File: src/rtl/stream_upsizer.sv
// rtl/stream_upsizer.sv - packs RATIO narrow beats into one registered wide word; STREAM_UPSIZER_BIG_ENDIAN_EN selects MSB-first lanes
module stream_upsizer #(
    parameter int WIDTH = 8,
    parameter int RATIO = 4
) (
    input  logic                     clk,
    input  logic                     rst,
    input  logic                     m_valid,
    input  logic [WIDTH-1:0]         m_data,
    input  logic                     m_last,
    output logic                     m_ready,
    output logic                     s_valid,
    output logic [RATIO*WIDTH-1:0]   s_data,
    output logic [RATIO-1:0]         s_keep,
    output logic                     s_last,
    input  logic                     s_ready
);

    localparam int CW = $clog2(RATIO);

    // Assembly state: beat k of the word in progress is held in slot k,
    // independent of lane order; lane mapping happens only at output load.
    logic [CW-1:0]                r_cnt;
    logic [(RATIO-1)*WIDTH-1:0]   r_asm_data;
    logic [RATIO-2:0]             r_asm_keep;

    logic                         r_s_valid;
    logic [RATIO*WIDTH-1:0]       r_s_data;
    logic [RATIO-1:0]             r_s_keep;
    logic                         r_s_last;

    logic                         w_ready;
    logic                         w_accept;
    logic                         w_complete;
    logic [RATIO*WIDTH-1:0]       w_word;
    logic [RATIO-1:0]             w_keep;

    // Output lane that receives beat index k of a word.
    function automatic logic [CW-1:0] lane_of(input logic [CW-1:0] k);
`ifdef STREAM_UPSIZER_BIG_ENDIAN_EN
        return CW'(RATIO - 1) - k;
`else
        return k;
`endif
    endfunction

    // Accept whenever the output register is empty or being drained this cycle.
    assign w_ready    = ~rst & (~r_s_valid | s_ready);
    assign w_accept   = m_valid & w_ready;
    assign w_complete = w_accept & (m_last | (r_cnt == CW'(RATIO - 1)));

    // Candidate wide word: assembled beats plus the current beat, unused lanes zero.
    always_comb begin
        w_word = '0;
        w_keep = '0;
        for (int j = 0; j < RATIO - 1; j++) begin
            if (r_asm_keep[j]) begin
                w_word[lane_of(CW'(j))*WIDTH +: WIDTH] = r_asm_data[j*WIDTH +: WIDTH];
                w_keep[lane_of(CW'(j))]                 = 1'b1;
            end
        end
        w_word[lane_of(r_cnt)*WIDTH +: WIDTH] = m_data;
        w_keep[lane_of(r_cnt)]                 = 1'b1;
    end

    // Assembly register and lane counter; a completing beat restarts the word.
    always_ff @(posedge clk) begin
        if (rst) begin
            r_cnt      <= '0;
            r_asm_data <= '0;
            r_asm_keep <= '0;
        end else if (w_accept) begin
            if (w_complete) begin
                r_cnt      <= '0;
                r_asm_keep <= '0;
            end else begin
                for (int j = 0; j < RATIO - 1; j++) begin
                    if (CW'(j) == r_cnt) begin
                        r_asm_data[j*WIDTH +: WIDTH] <= m_data;
                        r_asm_keep[j]                <= 1'b1;
                    end
                end
                r_cnt <= r_cnt + 1'b1;
            end
        end
    end

    // Output register: reload on a completing beat (even while draining), else clear valid on drain.
    always_ff @(posedge clk) begin
        if (rst) begin
            r_s_valid <= 1'b0;
            r_s_data  <= '0;
            r_s_keep  <= '0;
            r_s_last  <= 1'b0;
        end else if (w_complete) begin
            r_s_valid <= 1'b1;
            r_s_data  <= w_word;
            r_s_keep  <= w_keep;
            r_s_last  <= m_last;
        end else if (r_s_valid & s_ready) begin
            r_s_valid <= 1'b0;
        end
    end

    assign m_ready = w_ready;
    assign s_valid = r_s_valid;
    assign s_data  = r_s_data;
    assign s_keep  = r_s_keep;
    assign s_last  = r_s_last;

endmodule

File: config.mk
export PLATFORM = sky130hd
export DESIGN_NAME = stream_upsizer
export DESIGN_NICKNAME = d
export VERILOG_FILES = /design/src/rtl/stream_upsizer.sv
export SDC_FILE = /design/constraint.sdc
export NUM_CORES = 1
export LEC_CHECK = 0
export CAP_MARGIN = 40
export CORE_UTILIZATION = 51
export DETAILED_ROUTE_END_ITERATION = 10
export PLACE_DENSITY_LB_ADDON = 0.1
export SETUP_SLACK_MARGIN = 0.3
export SLEW_MARGIN = 20
export SYNTH_ARGS = -nofsm -noshare
export SYNTH_HDL_FRONTEND = slang
export SYNTH_SLANG_ARGS = --single-unit
File: constraint.sdc
create_clock -name clk -period 2.42 [get_ports clk]
set_input_delay 0.484 -clock clk [delete_from_list [all_inputs] [get_ports clk]]
set_output_delay 0.484 -clock clk [all_outputs]
set_load 0.02 [all_outputs]
---- After elaboration in Yosys (flattened, before gate mapping) ----
Index checks and enable logic that the tools add are counted.
storage, ports and cells
  register bits after elaboration ......... 67
  latch bits .............................. 0
  bits in writable memories ............... 0
  bits in read-only memories .............. 0
  input bits .............................. 13
  output and inout bits ................... 39
  memories kept ........................... 0
operators by class
  $add $sub $neg .......................... 2
  multiply operators ...................... 0
  div/mod/pow operators ................... 0
  order comparisons ....................... 2
  equal/unequal tests ..................... 3
  shift-type cells ........................ 2
  mux-type cells .......................... 16
  bitwise logic cells ..................... 10
  reduce and logical (&&, ||, !) cells .... 12
operator list
  operator                                                                              count
  5-bit negation with 34-bit output                                                     1
  8-bit by 34-bit variable shift with 32-bit output (first input constant)              1
  8-bit by 34-bit variable part select with 32-bit output                               1
  32-bit bitwise mux                                                                    1
  8-bit two-way mux                                                                     3
  1-bit two-way mux                                                                     9
  3-bit AND reduction                                                                   3
  2-bit nonzero test                                                                    4
  2-bit AND reduction                                                                   3
  1-bit AND                                                                             4
  3-bit by 4-bit bitwise OR with 4-bit output                                           1
  2-bit by 3-bit < comparator with 1-bit output (second input constant)                 1
  3-bit two-way mux                                                                     1
  1-bit NOT                                                                             3
  2-bit by 1-bit adder with 2-bit output (second input constant)                        1
  1-bit demux with 2-bit select                                                         1
  1-bit by 2-bit == test with 1-bit output (first input constant)                       1
  2-bit == test (first input constant)                                                  1
  2-bit == test (second input constant)                                                 1
  2-bit by 1-bit greater-or-equal comparator with 1-bit output (second input constant)  1
  2-bit logical NOT                                                                     1
  2-bit two-way mux                                                                     1
  1-bit bitwise OR                                                                      2
  1-bit logical AND                                                                     1

---- Depth between registers and ports, before layout ----
  depth after elaboration ................. 7
  mapped depth ............................ 8

---- Worst setup path before layout ----
OpenSTA, ideal clock, no wires.
  kind .................................... register to register
  start point ............................. register r_cnt[0]
  end point ............................... register r_s_data[14] (netlist: s_data[14])
  setup time .............................. 0.088 ns
  data arrival time ....................... 2.026 ns
  required time ........................... 2.332 ns
  setup slack ............................. 0.306 ns
  stages on the path, launching flop included .. 8
  buffers on the path ..................... 2
  period minus slack after synthesis ...... 2.114 ns
  cells stage by stage .................... dfxtp_1 -> clkbuf_1 -> inv_2 -> ha_1 -> nor3b_4 -> buf_6 -> nand4_1 -> a311oi_2
between the ends
  longest elaborated chain between the ends .. 3
  elaborated cells between the ends (all ways) .. 7
ends and longest elaborated chain
  element                                                                                RTL line  RTL
  from (decl)                                                                            23        logic [CW-1:0] r_cnt;
  from (signal assigned)                                                                 83        r_cnt <= r_cnt + 1'b1;
  5-bit negation with 34-bit output or 2-bit == test (tied branches)                     62, 50
  8-bit by 34-bit variable part select with 32-bit output, or another cell as far along  62        w_word[lane_of(r_cnt)*WIDTH +: WIDTH] = m_data;
  32-bit bitwise mux or 1-bit AND (tied branches)                                        62, 50
  to (signal assigned)                                                                   97        r_s_data <= w_word;
  to (decl)                                                                              28        logic [RATIO*WIDTH-1:0] r_s_data;
Parallel ways exist; a longest one is shown, timed or not.
A chain may end at the register's enable or synchronous reset.

---- Final worst setup path ----
  start point ............................. input port m_valid
  end point ............................... register r_asm_data[18]
between the ends
  longest elaborated chain between the ends .. 4
ends and longest elaborated chain
  element                                 RTL line  RTL
  from (decl)                             8         input logic m_valid,
  1-bit AND *                             49        assign w_accept = m_valid & w_ready;
  1-bit AND                               50        assign w_complete = w_accept & (m_last | (r_cnt == CW'(RATIO - 1)));
  1-bit NOT (no source line)              --
  3-bit AND reduction (no source line) *  --
  to (signal, indexed assignment)         79        r_asm_data[j*WIDTH +: WIDTH] <= m_data;
  to (decl)                               24        logic [(RATIO-1)*WIDTH-1:0] r_asm_data;
Every way passes the cells marked *; elsewhere a longest branch is shown, timed or not.

==> metrics.txt <==
Worst Setup SP=m_valid; most frequent cell after synthesis=dfxtp_1; Layout fillers=461; area of the core=5610 sq um; 1st-pass router iterations=4; H-tree depth=3; status=completed; hold_buf cts=0; Max-cap violations=0; Bufs on Longest Clock Path=2; final hold slack=0.476 ns; Synth area leaders=dfxtp_1 44%, mux2_2 8.2%, a31oi_1 6.2%; Chip Width=79.1 um; sequential share of the synthesized area=44.3%; Int Pwr=0.00172 W; hold_sp=rst; fin crit share=82.3%; area of the multi-input gates=1530 sq um; gp weighted congestion=0.844; clock network power share=37.5%; DR WL/cell=18.4 um; Max Slew Vio Count=0; fmax=502 MHz; DRC violation total after the first TritonRoute iteration=207; Comb pwr share=13.2%; ant diodes=0; VDD IR-drop max=0.480 mV; Reg2Reg Launch Point=r_cnt[1]; mapped cell area=3030 sq um; unrepaired setup endpoints after global routing=false; Die Area=6250 sq um; Pwr Density=620 nW/um^2; DRT Wirelength=7790 um; Sw Ratio=26.8%; Hold/Removal Path Class=in2reg; minimum clock period=1.99 ns; Vias=2551; critical path endpoint category=register; Die Ht=79.1 um; Rel. slew slack=62.3%; Vias/cell=6.02; Clock Skew=0.00590 ns; syn avg cell area=10.2 sq um; CTS tree=yes; top cells by count, synth=67 x dfxtp_1, 30 x a31oi_1, 28 x nor2b_1; Static Leakage=1.35 nW; Sink Count=67; Seq pwr share=49.2%; first-pass GRT wire length=12500 um; grt total ovfl=0; post-route ant nets=0; post-synth cell types=40; vias in the first global route=2329; placed cells=408; Main synth FF type=dfxtp_1; Std-Cell Rows=27; P&R area growth vs syn=25.3%; Setup TNS=0 ns; initial antenna violation count=0; Worst Tran Pin Value=0.565 ns; Finish-stage setup viols=0; Top Ports=52; Worst EP required=2.65 ns; Yosys reg bits=67; post-CTS setup repair buffer count=0; DP HPWL=5170 um; Crit Path Max Fanout=8; clock-pin slew on the worst setup and hold paths=0.07 ns; Final #Nets=367; Synth area leader=dfxtp_1; Synth async-reset ratio=0%; insertion delay to the later sink of the worst-skew pair=0.34 ns; Post-Syn Instances=296; Reg area=1340 sq um; DP Area=3610 sq um; Design Area, Final=3800 sq um; Clock Tree Root=clkbuf_8; YS warnings=0; Fin. Hold Viols=0; Syn Nets=316; DRC=0; Crit Path Category=in2reg; EDFF count, synth=0; share of cells above drive strength 1=19.9%; GR Util All Layers=26.6%; CP startpoint kind=input port; largest net degree at the start of global routing=42; Synth top area share=44.3%; Final Core Density=67.7%; initial cell density of the core=54.0%; total CTS buffers=9; Layout Cells excl Fill=424; buffers added on ports=51; Arrival @ worst endpoint=2.22 ns; NetSw=0.000630 W
## cell families (layout without fill, tap and decap cells)
kind of cell,Yosys count,count (layout),synth area share (%)
simple gates,84,84,18.2
fa+ha+maj,7,7,2.89
flops,67,67,44.3
compound gates,83,83,20.5
buf+inv,31,87,5.24
mux,24,24,8.92
## per-layer routing
metal / GRT usage [%] / wire, um
met1: 37.5 / 3660
met2: 40.5 / 3640
met3: 4.48 / 404
met4: 9.82 / 85
met5: 0 / 0
## power groups by stage
| stage | Clock [W] | Sequential (W) | Combinational, W |
|---|---|---|---|
| 2_1_floorplan | 0 | 0.00121 | 0.000150 |
| 3_3_place_gp | 0 | 0.00118 | 0.000305 |
| 6_report | 0.000883 | 0.00116 | 0.000311 |
| 5_1_grt | 0.000943 | 0.00116 | 0.000332 |
| 4_1_cts | 0.000894 | 0.00116 | 0.000309 |
| 3_5_place_dp | 0 | 0.00118 | 0.000308 |
## critical path, stage by stage
cell             delay [ns]
clkdlybuf4s50_1        0.57
nor2b_2                0.45
nand4_2                0.35
mux2_2                 0.37
## sequential cells by signal, summed over array words and instances, names as in the netlist
signal,count
r_asm_data,24
s_keep,4
r_asm_keep,3
s_last,1
r_cnt,2
s_data,32
s_valid,1
## final timing paths
check	depth (start not counted)	slack, ns	endpoint
setup reg to reg	6	0.45	s_data[8]
setup / recovery	4	0.43	r_asm_data[18]
hold reg to reg	2	0.48	s_data[18]
hold / removal	2	0.48	r_cnt[1]
## repair_timing
item / CTS / global route
endpoints found under the setup margin: 1 / 1
resized for setup: 1 / 1
endpoints found under the hold margin: 0 / 0
pin swaps: 0 / 0
## metrics by stage
| step | total power, W | setup WS, ns |
|---|---|---|
| floorplan | 0.00136 | 0.306 |
| global placement | 0.00149 | 0.134 |
| detailed placement | 0.00149 | 0.0821 |
| CTS | 0.00236 | 0.421 |
| global route | 0.00244 | 0.323 |
| finish | 0.00235 | 0.429 |
## cells in the final DEF (no fill, tap or decap), types with 3 or more instances in the layout
cell,netlist,final
dfxtp_1,67,67
clkdlybuf4s50_1,0,49
a31oi_1,30,30
nor2b_1,28,28
mux2_2,22,22
nand4_1,17,17
buf_4,5,17
nand2_1,16,16
a311oi_1,14,14
clkbuf_8,0,12
a211oi_1,11,11
nor2_1,8,8
a22o_1,8,8
a22oi_1,8,8
ha_1,7,6
a21oi_1,4,4
clkinv_2,0,3
## area by class of cell
class | instances | area share (%)
clock buffer | 12 | 4.35
clock inverter | 4 | 0.626
inverter | 3 | 0.297
multi-input combinational | 198 | 40.4
sequential | 67 | 35.3
tap | 72 | 2.37
timing repair buffer | 68 | 16.6
Note: power is estimated with default switching activity, not from simulation.
